**config.mk**
```make
export PLATFORM = sky130hd
export DESIGN_NAME = sprite_blit_sink
export DESIGN_NICKNAME = d
export VERILOG_FILES = /design/src/rtl/sprite_blit_sink.sv
export SDC_FILE = /design/constraint.sdc
export NUM_CORES = 1
export LEC_CHECK = 0
export CORE_ASPECT_RATIO = 1.25
export CORE_MARGIN = 1
export CORE_UTILIZATION = 35
export CTS_BUF_LIST = sky130_fd_sc_hd__clkbuf_2
export DETAILED_ROUTE_END_ITERATION = 10
export GPL_TIMING_DRIVEN = 0
export PLACE_DENSITY = 0.63
export SLEW_MARGIN = 10
export SYNTH_ARGS = -nofsm -noshare
export SYNTH_HDL_FRONTEND = slang
export SYNTH_SLANG_ARGS = --single-unit
```
**constraint.sdc**
```tcl
create_clock -name clk -period 10.55 [get_ports clk]
set_input_delay 1.055 -clock clk [delete_from_list [all_inputs] [get_ports clk]]
set_output_delay 1.055 -clock clk [all_outputs]
set_load 0.02 [all_outputs]
```
**src/rtl/sprite_blit_sink.sv**
```systemverilog
// Sprite pixel-stream sink: offsets, clips and queues beats for the VGA plot interface.
// Optional build macro SPRITE_TRANSPARENCY_EN drops pixels whose color equals TRANSPARENT_COLOR.
module sprite_blit_sink #(
  parameter int unsigned WIDTH_X           = 4,
  parameter int unsigned WIDTH_Y           = 3,
  parameter int unsigned SCREEN_W          = 160,
  parameter int unsigned SCREEN_H          = 120,
  parameter int unsigned FIFO_DEPTH        = 4,
  parameter logic [2:0]  TRANSPARENT_COLOR = 3'b000
) (
  input  logic               clk,
  input  logic               reset,
  input  logic               in_valid,
  output logic               in_ready,
  input  logic [WIDTH_X-1:0] in_x,
  input  logic [WIDTH_Y-1:0] in_y,
  input  logic [2:0]         in_color,
  input  logic               in_last,
  input  logic [7:0]         origin_x,
  input  logic [6:0]         origin_y,
  output logic [7:0]         vga_x,
  output logic [6:0]         vga_y,
  output logic [2:0]         vga_color,
  output logic               vga_plot,
  input  logic               vga_ready,
  output logic               done,
  output logic [7:0]         drop_count
);

  localparam int unsigned PtrW = (FIFO_DEPTH > 2) ? $clog2(FIFO_DEPTH) : 1;
  localparam int unsigned CntW = $clog2(FIFO_DEPTH + 1);
  localparam int unsigned EntW = 20;

  typedef enum logic [0:0] {StIdle, StActive} state_e;

  state_e            state_q, state_d;
  logic              latch_origin;
  logic [7:0]        origin_x_q;
  logic [6:0]        origin_y_q;
  logic [7:0]        use_x;
  logic [6:0]        use_y;
  logic [8:0]        sx;
  logic [7:0]        sy;
  logic              keep;

  logic [EntW-1:0]   mem_q [FIFO_DEPTH];
  logic [PtrW-1:0]   wr_ptr_q, rd_ptr_q;
  logic [CntW-1:0]   count_q;
  logic              full, empty, push, pop;
  logic [EntW-1:0]   head, wr_entry;
  logic              head_keep, head_last;

  logic [7:0]        last_x_q;
  logic [6:0]        last_y_q;
  logic [2:0]        last_color_q;
  logic              done_q;
  logic [7:0]        drop_q;

  assign full      = (count_q == CntW'(FIFO_DEPTH));
  assign empty     = (count_q == '0);
  assign in_ready  = !reset && !full;
  assign push      = in_valid && in_ready;
  assign head      = mem_q[rd_ptr_q];
  assign head_keep = head[19];
  assign head_last = head[18];
  // Dropped entries leave the queue without waiting for the adapter.
  assign pop       = !empty && (!head_keep || vga_ready);

  // The first beat of a sprite uses the live origin; later beats use the latched copy.
  assign use_x = (state_q == StIdle) ? origin_x : origin_x_q;
  assign use_y = (state_q == StIdle) ? origin_y : origin_y_q;
  assign sx    = {1'b0, use_x} + 9'(in_x);
  assign sy    = {1'b0, use_y} + 8'(in_y);

`ifdef SPRITE_TRANSPARENCY_EN
  assign keep = (sx < 9'(SCREEN_W)) && (sy < 8'(SCREEN_H)) && (in_color != TRANSPARENT_COLOR);
`else
  assign keep = (sx < 9'(SCREEN_W)) && (sy < 8'(SCREEN_H));
`endif

  assign wr_entry = {keep, in_last, sx[7:0], sy[6:0], in_color};

  always_comb begin
    state_d      = state_q;
    latch_origin = 1'b0;
    unique case (state_q)
      StIdle: begin
        if (push) begin
          latch_origin = 1'b1;
          if (!in_last) state_d = StActive;
        end
      end
      StActive: begin
        if (push && in_last) state_d = StIdle;
      end
      default: state_d = StIdle;
    endcase
  end

  always_ff @(posedge clk) begin
    if (reset) begin
      state_q    <= StIdle;
      origin_x_q <= '0;
      origin_y_q <= '0;
    end else begin
      state_q <= state_d;
      if (latch_origin) begin
        origin_x_q <= origin_x;
        origin_y_q <= origin_y;
      end
    end
  end

  always_ff @(posedge clk) begin
    if (push) mem_q[wr_ptr_q] <= wr_entry;
  end

  always_ff @(posedge clk) begin
    if (reset) begin
      wr_ptr_q <= '0;
      rd_ptr_q <= '0;
      count_q  <= '0;
    end else begin
      if (push) wr_ptr_q <= wr_ptr_q + 1'b1;
      if (pop)  rd_ptr_q <= rd_ptr_q + 1'b1;
      case ({push, pop})
        2'b10:   count_q <= count_q + 1'b1;
        2'b01:   count_q <= count_q - 1'b1;
        default: count_q <= count_q;
      endcase
    end
  end

  // Remember the last head so the plot coordinates hold steady once the queue empties.
  always_ff @(posedge clk) begin
    if (reset) begin
      last_x_q     <= '0;
      last_y_q     <= '0;
      last_color_q <= '0;
      done_q       <= 1'b0;
      drop_q       <= '0;
    end else begin
      if (!empty) begin
        last_x_q     <= head[17:10];
        last_y_q     <= head[9:3];
        last_color_q <= head[2:0];
      end
      done_q <= pop && head_last;
      if (push && !keep && (drop_q != 8'hFF)) drop_q <= drop_q + 8'd1;
    end
  end

  assign vga_x      = empty ? last_x_q     : head[17:10];
  assign vga_y      = empty ? last_y_q     : head[9:3];
  assign vga_color  = empty ? last_color_q : head[2:0];
  assign vga_plot   = !empty && head_keep;
  assign done       = done_q;
  assign drop_count = drop_q;

endmodule

```
==> results of run 1 <==
[cells by family after synthesis]
logic type,synth area share
flops,0.609
simple gates,0.100
compound gates,0.0611
mux,0.143
buf+inv,0.0272
fa+ha+maj,0.0394
xor+xnor,0.0201
[worst max-delay path, stage by stage (launching register included)]
cell	delay, ns
dfxtp_1	0.37
clkbuf_1	0.64
mux4_2	0.62
mux2_2	0.28
clkdlybuf4s50_1	0.54
[where the power goes]
group | internal [mW] | switching [mW]
Clock | 0.110 | 0.163
Sequential | 0.629 | 0.0220
Combinational | 0.275 | 0.285
Total | 1.01 | 0.470
[how the worst min path moves through the flow]
stage	start	endpoint	slack, ns
2_1_floorplan	origin_y_q[3]$_SDFFE_PP0P_	origin_y_q[3]$_SDFFE_PP0P_	0.43
3_3_place_gp	origin_x_q[3]$_SDFFE_PP0P_	origin_x_q[3]$_SDFFE_PP0P_	0.44
3_5_place_dp	origin_x_q[3]$_SDFFE_PP0P_	origin_x_q[3]$_SDFFE_PP0P_	0.44
4_1_cts	origin_x_q[3]$_SDFFE_PP0P_	origin_x_q[3]$_SDFFE_PP0P_	0.47
5_1_grt	origin_y_q[3]$_SDFFE_PP0P_	origin_y_q[3]$_SDFFE_PP0P_	0.48
6_report	origin_x_q[3]$_SDFFE_PP0P_	origin_x_q[3]$_SDFFE_PP0P_	0.46
[state kept, by name, indices dropped and copies added (netlist names), named ones only]
| signal | cells |
|---|---|
| count_q | 3 |
| done | 1 |
| drop_count | 8 |
| last_color_q | 3 |
| last_x_q | 8 |
| last_y_q | 7 |
| mem_q | 80 |
| origin_x_q | 8 |
| origin_y_q | 7 |
| rd_ptr_q | 2 |
| wr_ptr_q | 2 |
[layout by cell type (no fill, tap or decap), types with 3 or more instances in the layout]
cell	netlist	layout
mux2i_1	6	6
o21ai_0	4	4
mux4_2	20	20
a21oi_1	27	27
fa_1	3	3
dfxtp_1	52	52
a211oi_1	3	3
mux2_2	23	23
and2_1	22	22
edfxtp_1	80	80
a21o_1	3	3
clkinv_2	0	3
clkbuf_2	0	23
nor2_1	19	19
or3_1	4	4
clkdlybuf4s50_1	0	58
ha_1	13	13
nand2_1	36	36
inv_1	16	16
nor2b_1	6	6
nand2b_1	3	3
xor2_1	5	5
clkbuf_1	12	12
clkinv_1	0	4
buf_2	3	3
and3_1	5	5
nand3_1	6	6
o21ai_1	3	3
xnor2_1	8	8
[final cells by class]
type / count / area, um^2 / share of cell area
clock inverter: 9 / 90.1 / 0.0134
sequential: 132 / 3440 / 0.513
inverter: 18 / 67.6 / 0.0101
multi-input combinational: 248 / 2060 / 0.307
tap: 212 / 265 / 0.0395
buffer: 18 / 86.3 / 0.0129
antenna: 1 / 2.50 / 0.000373
clock buffer: 23 / 115 / 0.0172
timing repair buffer: 58 / 581 / 0.0865
[per-stage QoR]
| stage | area, um^2 | cells |
|---|---|---|
| floorplan | 5660 | 416 |
| global placement | 6500 | 686 |
| detailed placement | 6500 | 686 |
| CTS | 6710 | 718 |
| global route | 6710 | 719 |
| finish | 6710 | 719 |
[per-layer routing]
metal,wire [um],vias up,share of wire,GRT usage
met5,0,-,0,0
met4,144,0,0.013,0.0574
met3,580,13,0.052,0.0432
met2,5750,86,0.52,0.253
met1,4590,1685,0.41,0.167
li1,-,1678,-,-
==> flow_metrics.py, run 1 <==
metrics = {
    "die": {
        "floorplan.die.width_um": 116,
        "die_height_um": 144,
        "core_region_area_um2": 15700,
        "row_count": 51,
        "design.portCount": 59,
        "initial_utilization": 0.360,
        "floorplan.die_area_um2": 16700,
    },
    "sta": {
        "timing_limited_maximum_frequency_ghz": 0.241,
        "setup_tns_ns": 0,
        "fin_crit_ns": 4.16,
        "skew_ns": 0.0318,
        "worst-slew-pin-transition_ns": 1.13,
        "max_slew_margin": 0.244,
        "report.final.hold_viol_count": 0,
        "finalSetupViolCount": 0,
        "holdWs_ns": 0.463,
        "final_min_period_over_clock_period": 0.394,
        "grt_setup_unrepaired": "no",
        "slew_limit_fails": 0,
        "final.setup.worst_slack_ns": 6.39,
    },
    "critical_path": {
        "cp-endpoint": "vga_x[4]",
        "worstPathArrival_ns": 3.10,
        "r2r_setup_slack_ns": 6.47,
        "reg2reg_depth": 13,
        "end_kind": "output port",
        "critical_path.max_fanout": 10,
        "critPathKind": "register to output port",
        "start_kind": "register",
        "worst-endpoint-required_ns": 9.50,
        "critical_path.reg2reg.endpoint": "drop_count[5]$_SDFFE_PP0P_",
    },
    "global_route": {
        "grt_max_degree": 21,
        "antenna_violations_before_repair": 1,
        "grt_usage": 0.146,
        "first_global_vias": 3534,
        "grt_total_ovfl": 0,
        "grt_pass1_wl_um": 17700,
    },
    "clock_tree": {
        "ctsHtreeMaxLevel": 4,
        "path_clk_slew_ns": 0.16,
        "cts-buffers-inserted": 17,
        "cts_root_buffer": "clkbuf_2",
        "clock_path_buffers": 2,
        "cts_tree": "done",
        "cts_setup_buffers": 0,
        "insertion_delay_ns": 0.66,
        "post_cts_resize_count": 0,
        "cts.sinks": 132,
        "hold_buffers": 0,
    },
    "yosys": {
        "synth_area_per_cell_um2": 13.6,
        "yosysWarnings": 0,
        "ys_async_sr_fraction": 0,
        "synthMostInstantiatedCell": "edfxtp_1",
        "netlist.top_cell.by_area": "edfxtp_1",
        "synth.yosys.seq_area_share": 0.609,
        "netlist_top_cells_count": "edfxtp_1, dfxtp_1, nand2_1",
        "synth_cell_types": 52,
        "post_synth_net_total": 462,
        "synth-edff-count": 80,
        "postSynthCellCount": 416,
        "synthTopCellsByArea": "edfxtp_1, dfxtp_1, mux4_2",
        "netlist_area_um2": 5660,
        "synth-main-ff-cell": "edfxtp_1",
        "yosys.area.top_type_share": 0.425,
        "synth_seq_cells": 132,
    },
    "placed_design": {
        "hpwlAfterDp_um": 7930,
        "gpl.final_weighted_congestion": 0.746,
        "port_buffers": 58,
        "detailedPlace.worstSlack_ns": 6.28,
    },
    "hold_path": {
        "holdCritPathClass": "register to register",
        "hold_path_depth": 2,
    },
    "power_and_ir_drop": {
        "cellLeakagePower_nw": 2.32,
        "vdd_drop_max_v": 0.0000654,
        "power_density_nw_per_um2": 221,
        "design_power_total_mw": 1.48,
    },
    "routing": {
        "post_drt_via_cell_ratio": 4.82,
        "post_drt_wl_per_cell_um": 15.4,
        "route.detailed.drc": 0,
        "finalWirelength_um": 11100,
        "route.vias.total": 3462,
        "drt_iter0_drc": 195,
        "ant_nets": 0,
        "dr.pass1.iters": 4,
    },
    "run_status": {
        "outcome": "finished clean",
    },
    "final_layout": {
        "drive_gt1_frac": 0.164,
        "final_core_utilization": 0.427,
        "final_net_count": 539,
        "area_growth_pct": 18.6,
        "fillerInstances": 1483,
    },
    "run": {
        "max_cap_viol_count": 0,
    },
}
Note: power is estimated with default switching activity, not from simulation.
==> run 2, diff against run 1 <==
Settings changed: PLACE_DENSITY 0.63 to 0.65.
Clock period 10.55 ns to 3.65 ns, I/O delays scaled along.
==> flow_metrics.py, run 2 (synthesis gave the netlist of run 1 again) <==
metrics = {
    "run_status": {
        "outcome": "finished clean",
    },
    "sta": {
        "worst-slew-pin-transition_ns": 1.15,
        "setup_tns_ns": 0,
        "final_min_period_over_clock_period": 0.910,
        "final.setup.worst_slack_ns": 0.328,
        "report.final.hold_viol_count": 0,
        "fin_crit_ns": 3.32,
        "skew_ns": 0.0365,
        "slew_limit_fails": 0,
        "finalSetupViolCount": 0,
        "timing_limited_maximum_frequency_ghz": 0.301,
        "max_slew_margin": 0.235,
        "grt_setup_unrepaired": "no",
    },
    "global_route": {
        "grt_total_ovfl": 0,
        "grt_usage": 0.148,
        "grt_max_degree": 21,
        "antenna_violations_before_repair": 1,
        "first_global_vias": 3617,
        "grt_pass1_wl_um": 18000,
    },
    "clock_tree": {
        "cts_tree": "done",
        "insertion_delay_ns": 0.68,
        "clock_path_buffers": 2,
        "path_clk_slew_ns": 0.19,
        "cts_root_buffer": "clkbuf_2",
        "cts.sinks": 132,
        "cts_setup_buffers": 0,
        "ctsHtreeMaxLevel": 4,
        "cts-buffers-inserted": 17,
    },
    "die": {
        "floorplan.die.width_um": 116,
        "core_region_area_um2": 15700,
        "design.portCount": 59,
        "row_count": 51,
        "floorplan.die_area_um2": 16700,
        "initial_utilization": 0.360,
        "die_height_um": 144,
    },
    "final_layout": {
        "final_net_count": 537,
        "mostFrequentLayoutCell": "edfxtp_1",
        "area_growth_pct": 20.7,
        "fillerInstances": 1455,
        "most_used_cells_in_the_layout_excluding_fill_and_tap_cells": "edfxtp_1, clkdlybuf4s50_1, dfxtp_1",
        "top_register": "mem_q",
        "largest_reg_flops": 80,
        "final_core_utilization": 0.435,
        "drive_gt1_frac": 0.171,
        "post_layout_cell_count": 717,
    },
    "routing": {
        "ant_nets": 0,
        "route.detailed.drc": 0,
        "post_drt_via_cell_ratio": 4.83,
        "finalWirelength_um": 10900,
        "post_drt_wl_per_cell_um": 15.2,
        "dr.pass1.iters": 5,
        "drt_iter0_drc": 184,
        "route.vias.total": 3464,
    },
    "placed_design": {
        "detailedPlace.worstSlack_ns": -0.474,
        "post-place-cells": 686,
        "hpwlAfterDp_um": 8050,
        "gpl.final_weighted_congestion": 0.799,
        "port_buffers": 58,
    },
    "power_and_ir_drop": {
        "power_density_nw_per_um2": 675,
        "vdd_drop_max_v": 0.000229,
        "cellLeakagePower_nw": 2.35,
    },
    "critical_path": {
        "worst-endpoint-required_ns": 4.24,
        "end_kind": "register",
        "critPathKind": "register to register",
        "critical_path.max_fanout": 25,
        "worstPathArrival_ns": 3.91,
        "start_kind": "register",
    },
    "hold_path": {
        "holdCritPathClass": "input port to register",
        "min_from": "origin_y[2]",
    },
    "run": {
        "max_cap_viol_count": 0,
    },
}
## run 2: cell count changes in the layout (fill, tap and decap cells not counted)
| cell | delta |
|---|---|
| bufinv_16 | +4 |
| clkbuf_2 | -4 |
| xor2_2 | +1 |
| clkinv_2 | -2 |
| buf_1 | -1 |
| clkbuf_1 | -1 |
| clkinv_1 | -2 |
| xor2_1 | -1 |
| buf_2 | -1 |
| clkinvlp_4 | +4 |
| inv_6 | +1 |
## run 2: layer usage
layer | routed length, um | vias up | global-route usage | share of wire
li1 | - | 1690 | - | -
met1 | 4510 | 1684 | 0.167 | 0.41
met2 | 5660 | 76 | 0.256 | 0.52
met3 | 541 | 14 | 0.0511 | 0.050
met4 | 187 | 0 | 0.0547 | 0.017
met5 | 0 | - | 0 | 0
## run 2: layout make-up
class,instances,area [um^2],area share
Multi-Input combinational cell,248,2070,0.303
Tap cell,212,265,0.0389
Buffer,16,78.8,0.0115
Timing Repair Buffer,58,581,0.0851
Sequential cell,132,3440,0.504
Inverter,18,67.6,0.00990
Clock buffer,18,90.1,0.0132
Clock inverter,14,231,0.0339
Antenna cell,1,2.50,0.000367
## run 2: stage by stage
step | total power, mW | hold WS (ns) | instance area [um^2]
6_report | 4.61 | 0.234 | 6830
5_1_grt | 4.87 | 0.154 | 6830
4_1_cts | 4.67 | 0.178 | 6830
3_5_place_dp | 3.57 | 0.443 | 6500
3_3_place_gp | 3.52 | 0.438 | 6500
2_1_floorplan | 2.96 | 0.432 | 5660
## run 2: path summary, 6_finish.rpt
check	slack (ns)	to	cells after the start
worst max register to register	0.33	drop_count[5]$_SDFFE_PP0P_	12
worst min register to register	0.46	origin_x_q[2]$_SDFFE_PP0P_	2
worst max-delay path	0.33	drop_count[5]$_SDFFE_PP0P_	12
worst min-delay path	0.23	origin_y_q[2]$_SDFFE_PP0P_	3
## run 2: critical path: stages, from the launching register on
cell	delay, ns
dfxtp_1	0.38
buf_6	0.23
mux2_2	0.36
ha_1	0.19
inv_1	0.07
fa_1	0.20
nor2b_1	0.06
o22ai_1	0.22
xor2_1	0.33
a21oi_1	0.13
o221a_4	0.32
nor4_1	0.38
mux2_1	0.36
## run 2: what timing repair did
item / in CTS / in global routing
endpoints found under the setup margin: 15 / 7
hold buffers: 0 / 0
resized for setup: 2 / 0
## run 2: where the power goes
part           internal (mW)  total, mW  switching, mW
combinational          0.795       1.62          0.827
clock                  0.585       1.10          0.518
sequential              1.82       1.88         0.0645
